### src/rtl/mem_arbiter.sv
// mem_arbiter: shares the single main-memory block port between the I-cache and D-cache.
// Build option MEM_ARB_RR_EN selects round-robin arbitration; the default build uses fixed D-cache priority.
module mem_arbiter #(
  parameter int ADDR_WIDTH = 28,
  parameter int BLOCK_SIZE = 256
) (
  input  logic                  clk,
  input  logic                  rst_n,
  input  logic [ADDR_WIDTH-1:0] i_addr,
  input  logic                  i_valid,
  output logic [BLOCK_SIZE-1:0] i_rd,
  output logic                  i_ready,
  input  logic [ADDR_WIDTH-1:0] d_addr,
  input  logic [BLOCK_SIZE-1:0] d_wr,
  input  logic                  d_rw,
  input  logic                  d_valid,
  output logic [BLOCK_SIZE-1:0] d_rd,
  output logic                  d_ready,
  output logic [ADDR_WIDTH-1:0] mem_addr,
  output logic [BLOCK_SIZE-1:0] mem_wr,
  output logic                  mem_rw,
  output logic                  mem_valid,
  input  logic [BLOCK_SIZE-1:0] mem_rd,
  input  logic                  mem_ready,
  output logic [1:0]            grant,
  output logic                  busy
);

  typedef enum logic [1:0] {IDLE, BUSY, DONE} state_t;

  state_t state, state_next;
  logic   win_i, win_d;

`ifdef MEM_ARB_RR_EN
  logic last_d;  // 1 when the D-cache was the most recent winner
`endif

  // Winner selection, only acted upon in IDLE.
  always_comb begin
    // NOTE: every always_comb output gets a default first so no latch is inferred.
    win_d = 1'b0;
    win_i = 1'b0;
`ifdef MEM_ARB_RR_EN
    win_d = d_valid & (~i_valid | ~last_d);
`else
    win_d = d_valid;
`endif
    win_i = i_valid & ~win_d;
  end

  always_comb begin
    state_next = state;
    case (state)
      IDLE:    if (i_valid | d_valid) state_next = BUSY;
      BUSY:    if (mem_ready) state_next = DONE;
      DONE:    state_next = IDLE;
      default: state_next = IDLE;
    endcase
  end

  always_ff @(posedge clk or negedge rst_n) begin
    // NOTE: sequential state uses non-blocking assignments so all registers update together.
    if (!rst_n) state <= IDLE;
    else        state <= state_next;
  end

  // Request registers: loaded at grant so memory sees a stable request even after withdrawal.
  always_ff @(posedge clk or negedge rst_n) begin
    if (!rst_n) begin
      grant    <= 2'b00;
      mem_addr <= '0;
      mem_wr   <= '0;
      mem_rw   <= 1'b0;
    end else if (state == IDLE && (win_i || win_d)) begin
      grant    <= {win_d, win_i};
      mem_addr <= win_d ? d_addr : i_addr;
      mem_rw   <= win_d & d_rw;
      mem_wr   <= (win_d && d_rw) ? d_wr : '0;
    end else if (state == BUSY && mem_ready) begin
      grant    <= 2'b00;
    end
  end

`ifdef MEM_ARB_RR_EN
  always_ff @(posedge clk or negedge rst_n) begin
    if (!rst_n)                                     last_d <= 1'b1;
    else if (state == IDLE && (win_i || win_d))     last_d <= win_d;
  end
`endif

  assign mem_valid = (state == BUSY);
  assign busy      = (state != IDLE);

  // Completion is forwarded only to a requester that is still asking.
  assign i_ready = mem_valid & grant[0] & mem_ready & i_valid;
  assign d_ready = mem_valid & grant[1] & mem_ready & d_valid;

  assign i_rd = mem_rd;
  assign d_rd = mem_rd;

endmodule

### config.mk
export PLATFORM = sky130hd
export DESIGN_NAME = mem_arbiter
export DESIGN_NICKNAME = d
export VERILOG_FILES = /design/src/rtl/mem_arbiter.sv
export SDC_FILE = /design/constraint.sdc
export NUM_CORES = 1
export LEC_CHECK = 0
export CAP_MARGIN = 20
export CELL_PAD_IN_SITES_DETAIL_PLACEMENT = 0
export CELL_PAD_IN_SITES_GLOBAL_PLACEMENT = 1
export CORE_AREA = 4 4 532 534
export CTS_CLUSTER_SIZE = 25
export DETAILED_ROUTE_END_ITERATION = 8
export DIE_AREA = 0 0 536 538
export PLACE_DENSITY_LB_ADDON = 0.1
export SYNTH_ARGS = -nofsm -noshare
export SYNTH_HDL_FRONTEND = slang
export SYNTH_SLANG_ARGS = --single-unit
### constraint.sdc
create_clock -name clk -period 3.7 [get_ports clk]
set_input_delay 0.37 -clock clk [delete_from_list [all_inputs] [get_ports clk]]
set_output_delay 0.37 -clock clk [all_outputs]
set_load 0.005 [all_outputs]
**After elaboration in Yosys (flattened, before gate mapping)**

Index checks and enable logic that the tools add are counted.

- Word-level logic and storage cells: 33
- RAM bits: 0
- Bits in read-only memories: 0
- Bits in latches: 0
- Input bits: 574
- Bits in registers: 289
- Memories: 0
- Output and inout bits: 803

- Reductions and logical operators: 8
- Multiplexer cells: 7
- $mul: 0
- Bitwise gates (word level): 10
- Div/mod/pow operators: 0
- Add/sub/neg operators: 0
- $lt $le $gt $ge: 0
- Equal/unequal tests: 3
- Shifts and indexed selects: 0

Operator list:

| kind | count |
|---|---|
| two-way mux 256 bit | 1 |
| two-way mux 28 bit | 1 |
| bitwise AND 1 bit | 8 |
| two-way mux 2 bit | 4 |
| one-hot mux 2 bit (2 select lines) | 1 |
| nonzero test 2 bit | 2 |
| logical AND 1 bit | 3 |
| equality test 2 x 1 -> 1 bit, second input constant | 1 |
| zero test 2 bit | 1 |
| inequality test 2 x 1 -> 1 bit, second input constant | 1 |
| inequality test 2 bit, second input constant | 1 |
| AND reduction 2 bit | 1 |
| logical OR 1 bit | 1 |
| inverter 1 bit | 1 |
| OR 1 bit | 1 |

**Logic depth before layout (Yosys ltp)**

Gate-level depths: netlist (run 1).

- Word-level depth: 5
- Gate-level depth with buffers: 6
- Gate-level depth less buffers: 3

**Worst setup path after synthesis (run 1)**

No wires, ideal clock.

- Path type: input -> register
- Start point: input d_valid
- End point: register mem_addr[10]
- Library setup time: 125 ps
- Arrival time: 1370 ps
- Cell stages on the path: 4
- Slack: 2206 ps
- Required time: 3575 ps
- Path buffers: 2
- Cell sequence: clkbuf_1 buf_2 mux2_2 mux2_2

- Cells in the longest elaborated chain, start to end: 4
- Elaborated cells on any way between the ends: 5
- Those cells by class: mux (1); bitwise (2); reduce/logical (2)

Ends and longest elaborated chain:

| item | RTL line | text |
|---|---|---|
| start, declared | 16 | `input logic d_valid,` |
| inverter 1 bit | 48 | `win_i = i_valid & ~win_d;` |
| bitwise AND 1 bit | 48 |  |
| logical OR 1 bit | 74 | `end else if (state == IDLE && (win_i \|\| win_d)) begin` |
| logical AND 1 bit | 74 |  |
| end signal, assigned | 76 | `mem_addr <= win_d ? d_addr : i_addr;` |
| end, declared | 19 | `output logic [ADDR_WIDTH-1:0] mem_addr,` |

Parallel ways exist; a longest one is shown, timed or not.
A chain may end at the register's enable or synchronous reset.

**Worst setup path in the final report (run 1)**

- Start point: register state[0]
- End point: output i_ready

- Cells in the longest elaborated chain, start to end: 4

Ends and longest elaborated chain:

| item | RTL line | text |
|---|---|---|
| start, declared | 31 | `state_t state, state_next;` |
| start signal, assigned | 64 | `else state <= state_next;` |
| equality test 2 x 1 -> 1 bit | 91 | `assign mem_valid = (state == BUSY);` |
| bitwise AND 1 bit (3 in series) | 95 | `assign i_ready = mem_valid & grant[0] & mem_ready & i_valid;` |
| end, declared | 12 | `output logic i_ready,` |

No other way between the ends.

==> impl_results.md, run 1 <==
- Commonest non-fill, non-tap cells in the layout: 607 x clkdlybuf4s50_1, 289 x dfrtp_1, 256 x a22o_1
- Post CTS Setup Buffer Count: 0
- Final WL: 74.9 mm
- Clock-pin slew of the registers on the worst-case setup and hold paths: 50 ps
- First drt pass iteration count: 4
- Final hold violation count: 0
- Hold path depth: 2
- Placer Congestion: 0.643
- Worst reg-to-reg path cell count: 6
- Unique masters post-synth: 19
- P_leak: 8.23 nW
- Largest net degree at the start of global routing: 94
- Max-slew violation count: 0
- Min-delay src: d_wr[221]
- Async SR Flop Fraction: 100%
- Gate power share: 38.4%
- Top_reg_cell synth: dfrtp_1
- Reg power frac: 32.9%
- Hold Crit Class: in2reg
- Seq cells post-synth: 289
- Worst Skew: 21.2 ps
- Sw frac: 32.9%
- WP data required: 3330 ps
- GR Util met1: 4.54%
- RSZ-0062 raised after global routing: false
- GRT Overall Usage: 4.97%
- Syn Inst Count: 1,196
- Worst-Skew Late Latency: 650 ps
- Number of enable flip-flop cells after synthesis: 0
- Max VDD drop: 0.333 mV
- Rel. slew slack: 39.6%
- Cts hold-fix bufs: 1
- Worst-case clock buffer depth: 3
- Worst hold endpoint: mem_wr[221]
- Grt peak-use layer: met2
- Seq/Total Area, Yosys: 49.7%
- HPWL after DPL: 57.1 mm
- Minimum clock period: 2680 ps
- Grt met2 use: 7.97%
- DRC: 0
- Share of layout cells above drive strength 1: 12.0%
- Worst Setup End Kind: output pin
- Final setup vio count: 0
- First-pass GRT wire length: 98.1 mm
- Initial cell density of the core: 5.23%
- Net Switching: 5.16 mW
- Die ar.: 0.288 sq mm
- IO Count: 1,377
- Via count: 9,336
- Status: finished, final reports clean
- Most common cell after layout, fill and taps aside: clkdlybuf4s50_1
- Placed inst area: 0.0213 sq mm
- Fin area: 0.0229 sq mm
- Via-to-Cell Ratio: 1.84
- Avg Cell Area, Syn: 12.2 sq um
- Clk pwr share: 28.7%
- Chip width: 536 microns
- Met3 GRT Util: 3.53%
- Vias in the first global route: 10.8k
- PwrDens: 686 mW/mm^2
- Max frequency: 0.372 GHz
- Reg-to-Reg Start: state[0]
- Remaining Overflow, GRT: 0
- Root buffer cell: clkbuf_16
- TritonCTS Buffers: 49
- TNS Setup: 0 ps
- Routed len/inst: 14.7 microns
- DR iter-0 viols: 307
- Area delta synth->final: 57.4%
- P_int: 10.5 mW
- CP max FO: 5
- Mapped Area: 0.0145 sq mm
- Yosys warns: 0
- H-tree depth: 2
- Antenna-violating nets left: 0
- Maxcap violations: 0
- Initial antenna violation count: 34
- Worst-Margin Slew: 905 ps
- Final period util: 72.6%
- Worst EP arrival: 2310 ps
- Port Buffers: 608
- Final nets: 1,886
- Core area: 0.278 sq mm
- CP Launch Type: flop
- # rows: 194
- Post-CTS Resized: 0
- CTS tree: done
- R2R Setup Slk: 1680 ps
- Critical setup path kind: reg2out
- Worst r2r dst: mem_wr[61]
- Syn Nets: 1,770
- Die H: 538 microns
- Sink Count: 289
==> registers in the layout (all words and copies together) (netlist names) <==
signal and cells:
mem_wr 256, mem_rw 1, state 2, grant 2, mem_addr 28
==> worst max-delay path, cell delays in order (launching register included) <==
cell and delay (ps):
dfrtp_1 410, nor2b_1 270, and2_1 240, and3_1 170
clkdlybuf4s50_1 570
==> metal layers <==
layer  wire, microns  part of all wire (%)  vias up
li1                -                     -     3911
met1           24400                    33     4511
met2           34500                    46      618
met3           11200                    15      260
met4            4430                   5.9       36
met5             267                  0.36        -
==> per-stage QoR <==
step | worst slack, ps | instances | hold slack, ps | power [mW] | util (%)
after floorplan | 2210 | 1196 | 74.4 | 7.48 | -
after global placement | 1170 | 4984 | 464 | 11.6 | 7.66
after detailed placement | 1120 | 4984 | 467 | 11.5 | 7.66
after CTS | 905 | 5072 | 178 | 16.5 | 8.21
after global routing | 832 | 5073 | 236 | 16.8 | 8.21
final | 1020 | 5082 | 314 | 15.7 | 8.22
==> cells in the mapped netlist, types with 2 or more instances <==
cell / count / area share [%]
buf_2: 34 / 1.2
inv_1: 5 / 0.13
and3_1: 3 / 0.13
dfrtp_1: 289 / 50
buf_6: 26 / 2.0
buf_4: 514 / 27
clkbuf_1: 2 / 0.052
mux2_2: 56 / 4.3
a21oi_1: 2 / 0.069
a22o_1: 256 / 15
==> worst max-delay path by stage <==
| stage | from | end | slack, ps | cells after the start |
|---|---|---|---|---|
| after floorplan | d_valid | mem_addr[10] | 2210 | 4 |
| after global placement | d_valid | mem_wr[11] | 1170 | 6 |
| after detailed placement | d_valid | mem_wr[14] | 1120 | 6 |
| after CTS | state[0] | i_ready | 900 | 4 |
| after global routing | state[0] | i_ready | 830 | 4 |
| final | state[0] | i_ready | 1020 | 4 |
==> layout make-up <==
class | instances | area (sq um)
Clock inverter | 11 | 95.1
Antenna cell | 10 | 25.0
Sequential cell | 289 | 7230
Clock buffer | 76 | 1430
Fill cell | 32200 | 256000
Inverter | 5 | 18.8
Multi-Input combinational cell | 326 | 2980
Timing Repair Buffer | 641 | 6450
Tap cell | 3724 | 4660
==> kinds of logic (layout without fill, tap and decap cells) <==
family	Yosys count	count (layout)	share of synthesized area (%)
AND/OR/NAND/NOR	6	6	0.241
other	0	10	0
flip-flops	289	289	49.7
AO/OA/AOI/OAI	264	264	15.8
buffers and inverters	581	733	29.9
multiplexers	56	56	4.33
==> power by group through the flow <==
| stage | Sequential, mW | Combinational [mW] | Clock (mW) |
|---|---|---|---|
| floorplan | 5.18 | 2.29 | 0 |
| global placement | 5.24 | 6.36 | 0 |
| detailed placement | 5.20 | 6.32 | 0 |
| CTS | 5.20 | 6.34 | 4.91 |
| global route | 5.34 | 6.54 | 4.96 |
| finish | 5.17 | 6.02 | 4.51 |
(Power assumes the default switching activity.)
==> inputs of run 2 (changes only) <==
--- a/config.mk
+++ b/config.mk
@@ -8,10 +8,10 @@
 export CAP_MARGIN = 20
 export CELL_PAD_IN_SITES_DETAIL_PLACEMENT = 0
 export CELL_PAD_IN_SITES_GLOBAL_PLACEMENT = 1
-export CORE_AREA = 4 4 532 534
+export CORE_AREA = 4 4 541 543
 export CTS_CLUSTER_SIZE = 25
 export DETAILED_ROUTE_END_ITERATION = 8
-export DIE_AREA = 0 0 536 538
+export DIE_AREA = 0 0 545 547
 export PLACE_DENSITY_LB_ADDON = 0.1
 export SYNTH_ARGS = -nofsm -noshare
 export SYNTH_HDL_FRONTEND = slang
==> constraint.sdc (replaced) <==
create_clock -name clk -period 2.65 [get_ports clk]
set_input_delay 0.265 -clock clk [delete_from_list [all_inputs] [get_ports clk]]
set_output_delay 0.265 -clock clk [all_outputs]
set_load 0.005 [all_outputs]
==> run 2 against run 1 <==
Net effect:
- final area rose by 1.6%
- sequential cell count did not move
- hold slack got worse by 200 ps
- wire length rose by 35%
- clock skew rose by 14 ps
- power rose by 52%
- largest power group unchanged
==> impl_results.md, run 2 (same netlist as run 1, synthesis figures left out) <==
- HPWL after DPL: 82.9 mm (+45%)
- Placer Congestion: 0.662 (+2.9%)
- Chip width: 545 microns (+1.7%)
- Sink Count: 289 (unchanged)
- IO Count: 1,377 (unchanged)
- Die H: 547 microns (+1.7%)
- Worst EP arrival: 2190 ps (-120 ps)
- Rel. slew slack: 64.1% (+24 points)
- Reg-to-Reg Start: state[1]
- Critical setup path kind: reg2out
- CP startpoint: state[1]
- RSZ-0062 raised after global routing: false
- Biggest registers after layout: mem_wr x256, mem_addr x28
- TritonCTS Buffers: 51 (+4.1%)
- Most common cell after layout, fill and taps aside: clkdlybuf4s50_1
- Gate power share: 39.5% (+1.1 points)
- Routed len/inst: 19.6 microns (+33%)
- # rows: 197 (+1.5%)
- DRC: 0 (unchanged)
- Final period util: 92.7%
- Share of layout cells above drive strength 1: 13.3% (+1.3 points)
- First-pass GRT wire length: 126 mm (+29%)
- Max reg flops: 256 (unchanged)
- H-tree depth: 2 (unchanged)
- Commonest non-fill, non-tap cells in the layout: 606 x clkdlybuf4s50_1, 289 x dfrtp_1, 256 x a22o_1
- Clock-pin slew of the registers on the worst-case setup and hold paths: 50 ps (about the same)
- CP Launch Type: flop
- Max frequency: 0.407 GHz
- Core area: 0.288 sq mm (+3.3%)
- Reg power frac: 30.4% (-2.5 points)
- Final hold violation count: 0 (unchanged)
- DR iter-0 viols: 367 (+20%)
- Area delta synth->final: 59.9%
- Worst setup path end: d_ready
- P_int: 15.4 mW (+46%)
- Largest net degree at the start of global routing: 72 (-23%)
- Via count: 9,585 (+2.7%)
- Max-slew violation count: 0 (unchanged)
- PwrDens: 1030 mW/mm^2 (+50%)
- Die ar.: 0.298 sq mm (+3.4%)
- CP max FO: 4 (-1)
- Max VDD drop: 0.462 mV (+39%)
- GRT Overall Usage: 6.53% (+1.6 points)
- Root buffer cell: clkbuf_16
- Final WL: 101 mm (+35%)
- Remaining Overflow, GRT: 0 (unchanged)
- Port Buffers: 608 (unchanged)
- First drt pass iteration count: 4 (unchanged)
- Largest register by flop count: mem_wr
- Initial antenna violation count: 63 (+85%)
- Worst r2r dst: mem_wr[21]
- Final setup vio count: 0 (unchanged)
- Hold Crit Class: in2async
- Vias in the first global route: 11.0k (+2.4%)
- TNS Setup: 0 ps (unchanged)
- Initial cell density of the core: 5.06% (-0.17 points)
- Worst-Margin Slew: 538 ps (-367 ps)
- Final nets: 1,893 (+0.37%)
- Via-to-Cell Ratio: 1.86 (+1.3%)
- Fill count: 33.2k (+2.9%)
- Maxcap violations: 0 (unchanged)
- WP data required: 2380 ps (-950 ps)
- Clk pwr share: 30.1% (+1.4 points)
- P_leak: 8.38 nW (+1.8%)
- Worst Setup End Kind: output pin
- Minimum clock period: 2460 ps
- Net Switching: 8.43 mW (+63%)
- R2R Setup Slk: 610 ps (-1070 ps)
- Worst-case clock buffer depth: 3 (unchanged)
- Worst-Skew Late Latency: 670 ps (+20 ps)
- Power Total: 23.9 mW (+52%)
- CTS tree: done
- Worst reg-to-reg path cell count: 6 (unchanged)
- Status: finished, final reports clean
- Antenna-violating nets left: 0 (unchanged)
- Worst Skew: 35.3 ps (+14.1 ps)
- Sw frac: 35.4% (+2.5 points)
==> run 2: power by group through the flow <==
stage	Sequential (mW)	Combinational, mW	Clock [mW]
4_1_cts	7.33	10.0	7.79
3_3_place_gp	7.38	10.0	0
6_report	7.26	9.43	7.17
2_1_floorplan	7.24	3.20	0
5_1_grt	7.52	10.5	7.82
3_5_place_dp	7.33	9.99	0
==> run 2: how the worst min path moves through the flow <==
stage / from / endpoint / slack, ps / depth (start not counted)
floorplan: rst_n / grant[0] / -30 / 0
global route: rst_n / mem_addr[3] / 90 / 2
CTS: rst_n / mem_addr[3] / 40 / 2
global placement: rst_n / mem_addr[3] / 250 / 1
finish: rst_n / mem_addr[3] / 110 / 2
detailed placement: rst_n / mem_addr[3] / 240 / 1
==> run 2: critical path, cell delays in order, from the launching register on <==
cell and delay, ps:
dfrtp_1 430, nor2b_2 200, and2_4 180, and3_1 180
clkdlybuf4s50_1 520
==> run 2: metrics by stage <==
stage	util [%]	area, sq um	cells	setup slack [ps]	hold slack (ps)
2_1_floorplan	-	14500	1196	1260	-30.6
3_3_place_gp	7.47	21500	5046	564	251
3_5_place_dp	7.47	21500	5046	495	244
4_1_cts	8.07	23200	5135	31.0	44.7
5_1_grt	8.08	23200	5139	19.2	87.8
6_report	8.09	23300	5149	193	114
==> run 2: area by class of cell <==
class / instances / area [sq um] / share of cell area, %
Timing Repair Buffer: 646 / 6540 / 28.1
Multi-Input combinational cell: 326 / 2990 / 12.8
Sequential cell: 289 / 7230 / 31.1
Tap cell: 3781 / 4730 / 20.3
Clock inverter: 17 / 253 / 1.09
Clock buffer: 71 / 1470 / 6.33
Antenna cell: 14 / 35.0 / 0.151
Inverter: 5 / 18.8 / 0.0807
==> run 2: what timing repair did <==
action,CTS,global route
buffers inserted,0,0
setup endpoints to repair,2,0
endpoints found under the hold margin,84,0
resized for setup,2,0
hold buffers,1,0
==> run 2: routing by layer <==
metal	vias to the layer above	global-route usage (%)	routed length, microns
met5	-	0	105
met3	305	5.32	18200
met2	715	10.2	44300
li1	3945	-	-
met1	4604	6.27	33800
met4	16	2.86	4680
